[config.mk]
export PLATFORM = sky130hd
export DESIGN_NAME = wb_master_flat
export DESIGN_NICKNAME = d
export VERILOG_FILES = /design/src/rtl/wb_master_pkg.sv /design/src/rtl/wb_master_if.sv /design/src/rtl/wb_master.sv /design/src/flat_wrapper.sv
export SDC_FILE = /design/constraint.sdc
export NUM_CORES = 1
export LEC_CHECK = 0
export BUFFER_PORTS_ARGS = -buffer_cell sky130_fd_sc_hd__buf_2
export CORE_MARGIN = 2
export CORE_UTILIZATION = 48
export DETAILED_ROUTE_END_ITERATION = 16
export PLACE_DENSITY = 0.76
export SYNTH_ARGS = -nofsm -noshare
export SYNTH_HDL_FRONTEND = slang
export SYNTH_SLANG_ARGS = --single-unit
export TNS_END_PERCENT = 10
[constraint.sdc]
create_clock -name clk_i -period 2.1 [get_ports clk_i]
set_input_delay 0.105 -clock clk_i [delete_from_list [all_inputs] [get_ports clk_i]]
set_output_delay 0.105 -clock clk_i [all_outputs]
set_load 0.1 [all_outputs]
[src/rtl/wb_master_pkg.sv]
// Shared definitions for the single-outstanding WISHBONE initiator:
// FSM state encoding, default geometry/timeout and the error read value.
package wb_master_pkg;

    // FSM state encoding (kept as plain constants for legacy tools)
    localparam logic [1:0] IDLE  = 2'd0;
    localparam logic [1:0] SETUP = 2'd1;
    localparam logic [1:0] BUS   = 2'd2;
    localparam logic [1:0] RESP  = 2'd3;

    localparam int WB_AW_DEFAULT      = 2;
    localparam int WB_DW_DEFAULT      = 8;
    localparam int WB_TIMEOUT_DEFAULT = 15;

    // Data returned on a timed-out cycle; wide enough to be truncated to any DW up to 64
    localparam logic [63:0] WB_ERR_DATA = '1;

endpackage

[src/rtl/wb_master_if.sv]
// Command/response stream plus WISHBONE bus signals of wb_master.
// The master modport is the initiator's view; slave is the view of the
// surrounding environment (command source, response sink, register slaves).
interface wb_master_if
    import wb_master_pkg::*;
#(
    parameter int AW = WB_AW_DEFAULT,
    parameter int DW = WB_DW_DEFAULT
);
    // command stream
    logic          cmd_valid;
    logic          cmd_ready;
    logic          cmd_we;
    logic [AW-1:0] cmd_adr;
    logic [DW-1:0] cmd_dat;

    // response stream
    logic          rsp_valid;
    logic          rsp_ready;
    logic [DW-1:0] rsp_dat;
    logic          rsp_err;

    // WISHBONE side
    logic          cyc_o;
    logic          stb_o;
    logic          we_o;
    logic [AW-1:0] adr_o;
    logic [DW-1:0] dat_o;
    logic [DW-1:0] dat_i;
    logic          ack_i;

    modport master (
        input  cmd_valid, cmd_we, cmd_adr, cmd_dat, rsp_ready, dat_i, ack_i,
        output cmd_ready, rsp_valid, rsp_dat, rsp_err,
        output cyc_o, stb_o, we_o, adr_o, dat_o
    );

    modport slave (
        output cmd_valid, cmd_we, cmd_adr, cmd_dat, rsp_ready, dat_i, ack_i,
        input  cmd_ready, rsp_valid, rsp_dat, rsp_err,
        input  cyc_o, stb_o, we_o, adr_o, dat_o
    );

endinterface

[src/rtl/wb_master.sv]
// Single-outstanding WISHBONE initiator. Each accepted command becomes one
// classic WISHBONE cycle preceded by a one-cycle address setup phase, so
// registered-read slaves have valid data by the time they ack. A missing
// ack is turned into an error response after TIMEOUT bus cycles.
// The interface instance must be built with the same AW/DW as this module.
module wb_master
    import wb_master_pkg::*;
#(
    parameter int AW      = WB_AW_DEFAULT,
    parameter int DW      = WB_DW_DEFAULT,
    parameter int TIMEOUT = WB_TIMEOUT_DEFAULT
) (
    input  logic       clk_i,
    input  logic       rst_i,
    wb_master_if.master wb
);

    // Counter only ever reaches TIMEOUT-1, so it cannot wrap
    localparam int             CW       = $clog2(TIMEOUT + 1);
    localparam logic [CW-1:0]  LAST_CNT = CW'(TIMEOUT - 1);

    logic [1:0]    state_reg;
    logic [1:0]    state_next;
    logic [CW-1:0] count_reg;

    logic accept;
    logic ack_hit;
    logic tmo_hit;
    logic rsp_take;

    // Only IDLE takes commands; anything offered elsewhere simply waits
    assign wb.cmd_ready = (state_reg == IDLE);

    // Event decode and next-state selection
    always_comb begin
        accept   = (state_reg == IDLE) && wb.cmd_valid;
        ack_hit  = (state_reg == BUS) && wb.ack_i;
        // an ack in the final allowed cycle wins over the timeout
        tmo_hit  = (state_reg == BUS) && !wb.ack_i && (count_reg == LAST_CNT);
        rsp_take = (state_reg == RESP) && wb.rsp_ready;

        state_next = state_reg;
        case (state_reg)
            IDLE:    if (accept) state_next = SETUP;
            SETUP:   state_next = BUS;
            BUS:     if (ack_hit || tmo_hit) state_next = RESP;
            RESP:    if (rsp_take) state_next = IDLE;
            default: state_next = IDLE;
        endcase
    end

    // FSM state register
    always_ff @(posedge clk_i or negedge rst_i) begin
        if (!rst_i) begin
            state_reg <= IDLE;
        end else begin
            state_reg <= state_next;
        end
    end

    // WISHBONE outputs: latch command, raise cyc/stb after setup, drop on completion
    always_ff @(posedge clk_i or negedge rst_i) begin
        if (!rst_i) begin
            wb.cyc_o <= 1'b0;
            wb.stb_o <= 1'b0;
            wb.we_o  <= 1'b0;
            wb.adr_o <= '0;
            wb.dat_o <= '0;
        end else if (accept) begin
            wb.we_o  <= wb.cmd_we;
            wb.adr_o <= wb.cmd_adr;
            wb.dat_o <= wb.cmd_dat;
        end else if (state_reg == SETUP) begin
            wb.cyc_o <= 1'b1;
            wb.stb_o <= 1'b1;
        end else if (ack_hit || tmo_hit) begin
            // adr_o/dat_o deliberately keep their last values
            wb.cyc_o <= 1'b0;
            wb.stb_o <= 1'b0;
            wb.we_o  <= 1'b0;
        end
    end

    // Response register: captured at bus completion, held until consumed
    always_ff @(posedge clk_i or negedge rst_i) begin
        if (!rst_i) begin
            wb.rsp_valid <= 1'b0;
            wb.rsp_dat   <= '0;
            wb.rsp_err   <= 1'b0;
        end else if (ack_hit) begin
            wb.rsp_valid <= 1'b1;
            wb.rsp_dat   <= wb.we_o ? '0 : wb.dat_i;
            wb.rsp_err   <= 1'b0;
        end else if (tmo_hit) begin
            wb.rsp_valid <= 1'b1;
            wb.rsp_dat   <= DW'(WB_ERR_DATA);
            wb.rsp_err   <= 1'b1;
        end else if (rsp_take) begin
            wb.rsp_valid <= 1'b0;
        end
    end

    // Bus-phase cycle counter, cleared when the response is consumed
    always_ff @(posedge clk_i or negedge rst_i) begin
        if (!rst_i) begin
            count_reg <= '0;
        end else if (rsp_take) begin
            count_reg <= '0;
        end else if ((state_reg == BUS) && !wb.ack_i && !tmo_hit) begin
            count_reg <= count_reg + 1'b1;
        end
    end

endmodule

[src/flat_wrapper.sv]
// flat-port wrapper written by rule: the top's interface ports become plain ports
module wb_master_flat import wb_master_pkg::*;
#(
    parameter int AW      = WB_AW_DEFAULT,
    parameter int DW      = WB_DW_DEFAULT,
    parameter int TIMEOUT = WB_TIMEOUT_DEFAULT
)
  (clk_i, rst_i, wb_cmd_valid, wb_cmd_we, wb_cmd_adr, wb_cmd_dat, wb_rsp_ready, wb_dat_i, wb_ack_i, wb_cmd_ready, wb_rsp_valid, wb_rsp_dat, wb_rsp_err, wb_cyc_o, wb_stb_o, wb_we_o, wb_adr_o, wb_dat_o);
  wb_master_if #(.AW(AW), .DW(DW)) wb_i ();
  input  logic clk_i;
  input  logic rst_i;
  input wire logic [$bits(wb_i.cmd_valid)-1:0] wb_cmd_valid;
  input wire logic [$bits(wb_i.cmd_we)-1:0] wb_cmd_we;
  input wire logic [$bits(wb_i.cmd_adr)-1:0] wb_cmd_adr;
  input wire logic [$bits(wb_i.cmd_dat)-1:0] wb_cmd_dat;
  input wire logic [$bits(wb_i.rsp_ready)-1:0] wb_rsp_ready;
  input wire logic [$bits(wb_i.dat_i)-1:0] wb_dat_i;
  input wire logic [$bits(wb_i.ack_i)-1:0] wb_ack_i;
  output wire logic [$bits(wb_i.cmd_ready)-1:0] wb_cmd_ready;
  output wire logic [$bits(wb_i.rsp_valid)-1:0] wb_rsp_valid;
  output wire logic [$bits(wb_i.rsp_dat)-1:0] wb_rsp_dat;
  output wire logic [$bits(wb_i.rsp_err)-1:0] wb_rsp_err;
  output wire logic [$bits(wb_i.cyc_o)-1:0] wb_cyc_o;
  output wire logic [$bits(wb_i.stb_o)-1:0] wb_stb_o;
  output wire logic [$bits(wb_i.we_o)-1:0] wb_we_o;
  output wire logic [$bits(wb_i.adr_o)-1:0] wb_adr_o;
  output wire logic [$bits(wb_i.dat_o)-1:0] wb_dat_o;
  assign wb_i.cmd_valid = wb_cmd_valid;
  assign wb_i.cmd_we = wb_cmd_we;
  assign wb_i.cmd_adr = wb_cmd_adr;
  assign wb_i.cmd_dat = wb_cmd_dat;
  assign wb_i.rsp_ready = wb_rsp_ready;
  assign wb_i.dat_i = wb_dat_i;
  assign wb_i.ack_i = wb_ack_i;
  assign wb_cmd_ready = wb_i.cmd_ready;
  assign wb_rsp_valid = wb_i.rsp_valid;
  assign wb_rsp_dat = wb_i.rsp_dat;
  assign wb_rsp_err = wb_i.rsp_err;
  assign wb_cyc_o = wb_i.cyc_o;
  assign wb_stb_o = wb_i.stb_o;
  assign wb_we_o = wb_i.we_o;
  assign wb_adr_o = wb_i.adr_o;
  assign wb_dat_o = wb_i.dat_o;
  wb_master #(.AW(AW), .DW(DW), .TIMEOUT(TIMEOUT)) u_core (.clk_i(clk_i), .rst_i(rst_i), .wb(wb_i));
endmodule
# After elaboration in Yosys (flattened, before gate mapping)
# Cells that the tools add are included.
# totals
ff_bits	28
input_bits	24
output_inout_bits	24
wordCells	55
# op_classes
addsub	1
n_eq_ne	8
muxes	18
bitwise_logic	1
reduce_logical	18
# ops
operator	count
$mux 8	3
$mux 1	9
$mux 4	2
$pmux 2 s4	1
$reduce_bool 2->1	4
$logic_and 1x1->1	6
$mux 2	3
$ne 2x1->1 const B	3
$add 4x1->4 const B	1
$eq 2x2->1 const B	2
$eq 4x4->1 const B	1
$reduce_and 2->1	2
$reduce_and 3->1	1
$reduce_bool 3->1	1
$eq 2x1->1 const B	1
$logic_not 1->1	2
$logic_not 2->1	1
$ne 2x2->1 const B	1
$logic_or 1x1->1	1
$not 1->1	1

# Longest topological paths before layout
# Gate-level depths: netlist of the first run.
# logic_depth
depth_word	7
mapped_depth	6
ltp_nobuf	5

# Least setup slack after synthesis of the first run
# Ideal clock, no wire load.
# synth_path
path_type	reg2reg
startpoint	reg u_core.state_reg[0]
endpoint	reg u_core.wb.adr_o[0]
setup_ns	0.126
arrival_time_ns	2.140
required_time_ns	1.974
setup_slack_ns	-0.166
stages_incl_launch_ff	6
path_buffers	1
synth_period_minus_slack_ns	2.266
path_cell_list	dfrtp_1 -> inv_1 -> ha_1 -> nand2_1 -> buf_2 -> mux2_2
# synth_between
elab_chain_len	2
# synth_rtl
item	line_no	source
from (decl)	wb_master.sv:22	logic [1:0] state_reg;
from (signal assigned)	wb_master.sv:57	state_reg <= state_next;
$logic_not 2->1	--	
via wb_cmd_ready	flat_wrapper.sv:19	output wire logic [$bits(wb_i.cmd_ready)-1:0] wb_cmd_ready;
$logic_and 1x1->1	wb_master.sv:36	accept = (state_reg == IDLE) && wb.cmd_valid;
to (signal assigned)	wb_master.sv:71	wb.adr_o <= wb.cmd_adr;
to (decl)	wb_master_if.sv:35	output cyc_o, stb_o, we_o, adr_o, dat_o
# The timed path passes the listed nets, and every way through them passes these cells.
# A chain may end at the register's enable or synchronous reset.

# Worst setup path after layout of the first run
# layout_path
startpoint	reg u_core.state_reg[0]
endpoint	reg u_core.wb.rsp_dat[4]
# layout_between
elab_chain_len	4
word_cells_on_any_way	6
classes_between	1 x eq/ne; 1 x mux; 4 x reduce/logical
# layout_rtl
item	line_no	source
$eq 2x2->1 *	wb_master.sv:37, wb_master.sv:39	
$logic_and 1x1->1 (2 in series)	wb_master.sv:39	tmo_hit = (state_reg == BUS) && !wb.ack_i && (count_reg == LAST_CNT);
$reduce_bool 2->1 (no line)	--	
to (signal assigned)	wb_master.sv:92	wb.rsp_dat <= wb.we_o ? '0 : wb.dat_i;
to (signal assigned)	wb_master.sv:96	wb.rsp_dat <= DW'(WB_ERR_DATA);
to (decl)	wb_master_if.sv:34	output cmd_ready, rsp_valid, rsp_dat, rsp_err,
# Every way passes the cells marked *; elsewhere a longest branch is shown, timed or not.

==> results.md, run 1 <==
* Status: finished, violations left
* Failing checks: negative hold slack
* Mapped Nets at about 150
* RD Place Congestion at ~0.77
* Post-route ant nets at 0
* Area Growth Syn to Fin at 27.7%
* Path length in cells of the critical path at 4
* Yosys warnings at 0
* Synth cell count leaders: dfrtp_1 (28), nand2_1 (17), inv_1 (13)
* Clock slew at reported path FFs at 160 ps
* Busiest grt layer: met2
* Setup TNS at 0 ps
* Root Buffer Master: clkbuf_4
* Port bufs at 47
* Ports at 48
* Synth cell types at 28
* CP Cell Sequence: inv_1, ha_1, nand2_1, o311ai_0
* Area leader, netlist: dfrtp_1
* CTS Buf Count at 3
* Drt first pass iters at 3
* Total gr overflow at 0
* Worst-skew pair later-pin latency at about 330 ps
* Drt total wl at about 2600 µm
* Crit share post-route at between 80% and 90%
* Slowest CP cell: dfrtp_1
* Worst path bufs/invs at 1
* Via density at a little over 5
* Sequential share of the synthesized area at 52.9%
* Vias in the first global route at around 1000
* Max_cap viols at 0
* Drt drc at 0
* Diodes inserted at 0
* Met1 Usage GRT at between 10% and 20%
* Yosys top cell area share at 52.9%
* Max-slew violations at 0
* CP max FO at 17
* Layout cells sized above 1 at between 40% and 50%
* Final setup viols at 0
* Worst r2r src: u_core.state_reg[0]
* Critical Path Max Stage Delay at roughly 470 ps
* Die Wd at around 57 µm
* FF-to-FF End: u_core.wb.rsp_dat[4]
* H-tree depth at 1
* Fin Clk Skew at about 15 ps
* Antenna violations before repair at 0
* Hold WS at -1.42 ps
* Die Span Y at ~57 µm
* Core area at about 2700 µm²
* # clock sinks at 28
* First-pass GRT wire length at around 4100 µm
* Worst relative slew slack at around three fifths
* Initial Utilization at between 40% and 50%
* Syn avg cell area at around 12 µm²
* Num rows at 19
* Post-Syn Area at around 1300 µm²
* Post-DP HPWL at 1890 µm
* Worst EP arrival at around 2000 ps
* RSZ-0062 raised after global routing: no
* Global-route track usage on met3 at 2.76%
* Count leader, synth: dfrtp_1
* Synthesized instance count at 114
* Number of synthesized flops with an enable pin at 0
* Critical setup path kind: reg -> reg
* Least-Margin Pin Slew at around 600 ps
* Fillers at 215
* Final Hold Viols at 1
* Crit path from: u_core.state_reg[0]
* CP Launch Type: flop
* Final Core Density at between 60 and 70%
* Synth area leaders: dfrtp_1 (53%), mux2_2 (9.4%), ha_1 (6.6%)
* R2r worst-path depth at 4
* CP Capture Type: flop
* Hold crit path type: in -> reg
* Vias after detailed routing at 1019
* Register bit total from synthesis at 28
* Bufs on Longest Clock Path at 2
* Drt initial violations at 23
* Final Critical Period at approximately 1800 ps
* All-Layer GR Usage at between 10% and 20%
* Grt met2 use at between 20% and 30%
* Largest net degree at the start of global routing at 29
* Ys async rst share at 100%
* CP endpoint: u_core.wb.rsp_dat[4]
* Wirelength per Cell at roughly 13 µm
* TritonCTS clock tree: built
* Overall die area at roughly 3200 µm²
* Primary FF master, synth: dfrtp_1
* Worst R2R Setup Slack at between 300 and 400 ps
* Layout Nets at roughly 200
* Fmax at 0.558 GHz
* Crit path required time at about 2300 ps
* Family with the most delay on the worst path: flip-flops
-- cell type report --
type,instances,area (µm²),area share (%)
Sequential cell,28,701,41.5
Inverter,13,48.8,2.89
Multi-Input combinational cell,68,544,32.2
Tap cell,31,38.8,2.29
Clock inverter,1,30.0,1.78
Timing Repair Buffer,54,305,18.1
Clock buffer,3,22.5,1.33
-- cells in the final DEF (no fill, tap or decap) --
cell type      netlist  layout
and2_1               1       1
a221oi_2             1       1
a21oi_1              2       2
o311ai_2             1       1
nand2_1             17      17
o311ai_0             8       8
nand2b_1             1       1
buf_2                2      47
a22o_1               1       1
o211ai_1             1       1
nand3_1              3       3
o41ai_1              2       2
o21ai_0              4       4
inv_1               13      13
mux2_2              11      11
dlygate4sd3_1        0       7
dfrtp_1             28      28
bufinv_16            0       1
ha_2                 0       1
nor2b_1              1       1
nor2b_4              1       1
a31o_2               1       1
nand2b_4             1       1
ha_1                 7       6
and3_1               1       1
clkbuf_4             0       3
o311ai_1             1       1
o32a_1               1       1
or3_1                1       1
-- per-layer routing --
layer | vias to the layer above | share of wire, %
li1 | 503 | -
met1 | 473 | 44
met2 | 39 | 49
met3 | 4 | 6.0
met4 | 0 | 0.67
met5 | - | 0
-- cell families (layout without fill, tap and decap cells) --
family,count (synthesis),in the layout,share of synthesized area (%)
AOI/OAI and AO/OA,23,23,14.6
adders and majority gates,7,7,6.62
muxes,11,11,9.36
DFF,28,28,52.9
and+or+nand+nor,27,27,10.4
buffers and inverters,18,71,6.14
-- per-stage QoR --
stage | setup slack [ps] | instances | hold slack, ps | cell area [µm²]
2_1_floorplan | 218 | 114 | -191 | 1330
3_3_place_gp | 470 | 187 | 145 | 1570
3_5_place_dp | 343 | 187 | 153 | 1570
4_1_cts | 287 | 196 | 0.375 | 1670
5_1_grt | 58.8 | 198 | 0.804 | 1690
6_report | 309 | 198 | -1.42 | 1690
-- worst min path at each step --
stage	from	to	slack, ps	depth (start not counted)
after floorplan	rst_i	u_core.count_reg[0]	-190	0
after global placement	rst_i	u_core.wb.rsp_dat[1]	150	1
after detailed placement	rst_i	u_core.wb.rsp_dat[5]	150	1
after CTS	wb_cmd_dat[7]	u_core.wb.dat_o[7]	0.4	2
after global routing	wb_cmd_dat[4]	u_core.wb.dat_o[4]	0.8	2
final	wb_cmd_dat[6]	u_core.wb.dat_o[6]	-1	2
-- timing repair --
item                      CTS  global route
buffers inserted            0             0
resized for setup           0             0
hold buffers                5             2
hold endpoints to repair   32             2
Power of run 1 is left out: the tool's default activity adds up to more than one toggle a clock period on the data nets, which glitch-free logic cannot reach.
==> run 2: changes to the inputs <==
- CORE_UTILIZATION: 48 -> 40
- PLACE_DENSITY: 0.76 -> 0.65
==> run 2 against run 1 <==
  * The flow now finishes without violations
  * Via count grew 4.4%
  * Count of clock-buffer cells in the layout is the same
  * Sequential share of layout area shrank 1.3 points
  * Worst setup slack gained 53 ps
  * Global-route usage grew 0.20 points
  * Critical path type unchanged
==> results.md, run 2 (synthesis gave the netlist of run 1 again) <==
* Root Buffer Master: clkbuf_4 (unchanged)
* Least-Margin Pin Slew at 612 ps (was 604 ps)
* First-pass GRT wire length at 4600 µm (was 4080 µm)
* Drt first pass iters at 4 (was 3)
* Drt drc at 0 (unchanged)
* Antenna violations before repair at 0 (unchanged)
* M1 WL at 1110 µm (was 1130 µm)
* Layout Nets at 203 (was 199)
* # clock sinks at 28 (unchanged)
* Vias in the first global route at 1087 (was 1005)
* CP max FO at 17 (unchanged)
* Most frequent cells in the layout: buf_2 (47), dfrtp_1 (28), nand2_1 (17) (unchanged)
* Drt total wl at 2720 µm (was 2550 µm)
* Vias after detailed routing at 1064 (was 1019)
* Commonest non-fill, non-tap cell in the layout: buf_2 (unchanged)
* Slowest CP cell: dfrtp_1 (unchanged)
* # resized after CTS at 0 (unchanged)
* RSZ-0062 raised after global routing: no (unchanged)
* Critical setup path kind: reg -> reg (unchanged)
* Max-slew violations at 0 (unchanged)
* Diodes inserted at 0 (unchanged)
* CP Capture Type: flop (unchanged)
* Initial Utilization at 42.7% (was 49.3%)
* Fmax at 0.575 GHz (was 0.558 GHz)
* CTS Buf Count at 3 (unchanged)
* Met3 wire len at 149 µm (was 152 µm)
* Bufs on Longest Clock Path at 2 (unchanged)
* CP Launch Type: flop (unchanged)
* Postcts setup bufs at 0 (unchanged)
* Total gr overflow at 0 (unchanged)
* CP Cell Sequence: inv_1, ha_1, nand2_1, o311ai_0 (unchanged)
* Core area at 3100 µm² (was 2690 µm²)
* Worst-skew pair later-pin latency at 330 ps (about the same)
* Num rows at 20 (was 19)
* RD Place Congestion at 0.810 (was 0.766)
* H-tree depth at 1 (unchanged)
* Worst EP arrival at 1960 ps (was 2010 ps)
* Final setup viols at 0 (unchanged)
* Final Hold Viols at 0 (was 1)
* Port bufs at 47 (unchanged)
* Status: finished clean (was finished, violations left)
* Die Span Y at 61.5 µm (was 56.5 µm)
* Ports at 48 (unchanged)
* Overall die area at 3790 µm² (was 3190 µm²)
* Worst relative slew slack at 59.2% (was 59.7%)
* Setup TNS at 0 ps (unchanged)
* Post-route ant nets at 0 (unchanged)
* Layout cells sized above 1 at 39.8% (was 40.7%)
* Hold crit path type: in -> reg (unchanged)
* Wirelength per Cell at 12.6 µm (was 12.9 µm)
* DR WL met2 at 1410 µm (was 1250 µm)
* Crit share post-route at 82.7% (was 85.3%)
* Area Growth Syn to Fin at 31.9% (was 27.7%)
* Via density at 4.95 (was 5.15)
* Die Wd at 61.5 µm (was 56.5 µm)
* Uppermost routed layer: met4 (unchanged)
* Critical Path Max Stage Delay at 460 ps (was 470 ps)
* Final Critical Period at 1740 ps (was 1790 ps)
* TritonCTS clock tree: built (unchanged)
* Drt initial violations at 54 (was 23)
* Max_cap viols at 0 (unchanged)
* Post-DP HPWL at 1960 µm (was 1890 µm)
* All-Layer GR Usage at 16.2% (was 16.0%)
* Largest net degree at the start of global routing at 29 (unchanged)
* Clock slew at reported path FFs at 160 ps (about the same)
* Fillers at 270 (was 215)
* Fin Clk Skew at 7.36 ps (was 15.4 ps)
* Crit path required time at 2330 ps (was 2320 ps)
* Final Core Density at 56.3% (was 62.9%)
-- run 2: worst paths after layout --
kind                            slack, ps              endpoint  depth (start not counted)           startpoint
worst min-delay path                   50  u_core.wb.rsp_dat[5]                          3          wb_dat_i[5]
worst max-delay path                  360  u_core.wb.rsp_dat[2]                          4  u_core.state_reg[0]
worst max register to register        360  u_core.wb.rsp_dat[2]                          4  u_core.state_reg[0]
worst min register to register        490     u_core.wb.rsp_err                          2    u_core.wb.rsp_err
max in group asynchronous            1410  u_core.wb.rsp_dat[0]                          2                rst_i
min in group asynchronous             290   u_core.count_reg[3]                          2                rst_i
-- run 2: cell type report --
class                   count  area (µm²)  share of cell area [%]
clock buffers               3        22.5                    1.29
multi-input cells          68         544                    31.2
clock inverters             1        30.0                    1.72
inverters                  13        48.8                    2.79
flip-flops and latches     28         701                    40.1
well taps                  44        55.1                    3.15
repair buffers             58         345                    19.8
-- run 2: routing by layer --
layer / up-vias / track usage (%)
met2: 47 / 29.3
li1: 512 / -
met5: - / 0
met3: 6 / 2.94
met1: 499 / 19.1
met4: 0 / 5.78
-- run 2: worst max-delay path: cells and delay by family (launching register included) --
kind                     cells  cell delay, ps
flip-flops                   1             460
AO/OA/AOI/OAI                1             420
AND/OR/NAND/NOR              1             350
adder cells (fa/ha/maj)      1             300
buffers and inverters        1             110
-- run 2: stage by stage --
| step | instance area (µm²) | setup slack (ps) | cells | hold slack, ps |
|---|---|---|---|---|
| 6_report | 1750 | 362 | 215 | 46.5 |
| 5_1_grt | 1750 | 77.2 | 215 | 44.9 |
| 4_1_cts | 1740 | 312 | 214 | 8.94 |
| 3_5_place_dp | 1580 | 351 | 200 | 158 |
| 3_3_place_gp | 1580 | 461 | 200 | 153 |
| 2_1_floorplan | 1330 | 218 | 114 | -191 |
-- run 2: repair_timing --
action                                  in CTS  in global routing
hold buffers                                10                  1
endpoints found under the setup margin       0                  0
endpoints found under the hold margin       37                  1
Power of run 2 is left out for the same reason.
==> run 3: changes to the inputs <==
- clock period: 2.1 -> 1.7 ns (I/O delays scaled with it)
==> run 3 against run 2 <==
  * Cell count up 0.93%
  * Count of clock-buffer cells in the layout did not move
  * Highest routed layer unchanged
  * First-iteration DRC count is 26% lower
==> results.md, run 3 (synthesis gave the netlist of run 1 again) <==
* Status: finished clean (unchanged)
* Drt drc at 0 (unchanged)
* Worst hold endpoint: u_core.wb.rsp_dat[4] (was u_core.wb.rsp_dat[5])
* Worst EP arrival at 1850 ps (was 1960 ps)
* Post-DP HPWL at 2040 µm (was 1960 µm)
* # clock sinks at 28 (unchanged)
* Drt initial violations at 40 (was 54)
* H-tree depth at 1 (unchanged)
* Largest net degree at the start of global routing at 29 (unchanged)
* Bufs on Longest Clock Path at 2 (unchanged)
* Least-Margin Pin Slew at 602 ps (was 612 ps)
* Post-route ant nets at 0 (unchanged)
* Area of the multi-input gates at 557 µm² (was 544 µm²)
* Num rows at 20 (unchanged)
* Initial Utilization at 42.7% (unchanged)
* Crit path required time at 1930 ps (was 2330 ps)
* Layout Nets at 205 (was 203)
* Vias in the first global route at 1021 (was 1087)
* CP Capture Type: flop (unchanged)
* Final setup viols at 0 (unchanged)
* Die Span Y at 61.5 µm (unchanged)
* Fin Clk Skew at 8.07 ps (was 7.36 ps)
* Worst r2r src: u_core.state_reg[0] (unchanged)
* CP Launch Type: flop (unchanged)
* Via density at 4.83 (was 4.95)
* Area Growth Syn to Fin at 35.0% (was 31.9%)
* Final Core Density at 57.6% (was 56.3%)
* Antenna violations before repair at 0 (unchanged)
* Max-slew violations at 0 (unchanged)
* Wirelength per Cell at 12.8 µm (was 12.6 µm)
* Die Wd at 61.5 µm (unchanged)
* RD Place Congestion at 0.800 (was 0.810)
* Worst Setup Slack, final at 78.8 ps (was 362 ps)
* Most frequent cells in the layout: buf_2 (47), dfrtp_1 (28), nand2_1 (16) (was buf_2 (47), dfrtp_1 (28), nand2_1 (17))
* Postcts setup bufs at 0 (unchanged)
* Sequential cell area at 701 µm² (unchanged)
* Worst R2R Setup Slack at 80 ps (was 360 ps)
* Drt first pass iters at 6 (was 4)
* Crit share post-route at 95.4% (was 82.7%)
* Hold path depth at 3 (unchanged)
* Critical setup path kind: reg -> reg (unchanged)
* Port bufs at 47 (unchanged)
* Overall die area at 3790 µm² (unchanged)
* R2r worst-path depth at 5 (was 4)
* CP max FO at 5 (was 17)
* Placed inst area at 1620 µm² (was 1580 µm²)
* Clock slew at reported path FFs at 150 ps (was 160 ps)
* FF-to-FF End: u_core.state_reg[1] (was u_core.wb.rsp_dat[2])
* Max_cap viols at 0 (unchanged)
* Commonest non-fill, non-tap cell in the layout: buf_2 (unchanged)
* Core area at 3100 µm² (unchanged)
* Final Hold Viols at 0 (unchanged)
* Hold crit path type: in -> reg (unchanged)
* All-Layer GR Usage at 16.1% (was 16.2%)
* Setup WS pre-CTS at -30.8 ps (was 351 ps)
* Root Buffer Master: clkbuf_4 (unchanged)
* Worst relative slew slack at 59.9% (was 59.2%)
* Fillers at 279 (was 270)
* Final Critical Period at 1620 ps (was 1740 ps)
* RSZ-0062 raised after global routing: no (unchanged)
* Total gr overflow at 0 (unchanged)
* Vias after detailed routing at 1048 (was 1064)
* Ports at 48 (unchanged)
* TritonCTS clock tree: built (unchanged)
* Drt total wl at 2770 µm (was 2720 µm)
* First-pass GRT wire length at 4460 µm (was 4600 µm)
* Worst-skew pair later-pin latency at 330 ps (about the same)
* CTS Buf Count at 3 (unchanged)
* Fmax at 0.617 GHz (was 0.575 GHz)
* Diodes inserted at 0 (unchanged)
* Layout cells sized above 1 at 41.6% (was 39.8%)
* Min-delay src: wb_dat_i[4] (was wb_dat_i[5])
* Design area at 1790 µm² (was 1750 µm²)
[run 3: how the worst max path moves through the flow]
stage	startpoint	end	slack, ps	depth (start not counted)
global route	u_core.state_reg[0]	u_core.state_reg[1]	10	5
CTS	u_core.state_reg[0]	u_core.state_reg[1]	50	5
finish	u_core.state_reg[0]	u_core.state_reg[1]	80	5
floorplan	u_core.state_reg[0]	u_core.wb.adr_o[0]	40	5
detailed placement	u_core.state_reg[0]	u_core.wb.rsp_dat[4]	-30	5
global placement	u_core.state_reg[0]	u_core.state_reg[1]	90	5
[run 3: layout make-up]
class	instances	share of cell area [%]
Tap cell	44	3.08
Inverter	13	2.73
Clock buffer	3	1.26
Timing Repair Buffer	60	20.9
Multi-Input combinational cell	68	31.2
Clock inverter	1	1.68
Sequential cell	28	39.2
[run 3: per-stage QoR]
step	hold slack, ps	setup TNS, ps	cells
after floorplan	-211	0	114
after global placement	125	0	202
after detailed placement	131	-36.7	202
after CTS	23.4	0	217
after global routing	20.9	0	217
final	33.1	0	217
[run 3: worst max-delay path: stages (launching register included)]
cell	delay, ps
dfrtp_1	460
inv_2	80
ha_1	210
nor2b_4	140
a221oi_2	270
mux2_2	360
[run 3: repair_timing]
| item | 4_1_cts | 5_1_grt |
|---|---|---|
| hold buffers | 11 | 0 |
| pin swaps | 0 | 0 |
| setup endpoints to repair | 4 | 6 |
| gates cloned | 0 | 0 |
| endpoints found under the hold margin | 38 | 0 |
| gates resized for setup | 2 | 2 |
[run 3: layer usage]
layer / wire [µm] / global-route usage, % / up-vias
met1: 1220 / 20.6 / 484
li1: - / - / 520
met3: 158 / 3.78 / 2
met2: 1370 / 27.4 / 42
met4: 20 / 4.56 / 0
met5: 0 / 0 / -
Power of run 3 is left out for the same reason.
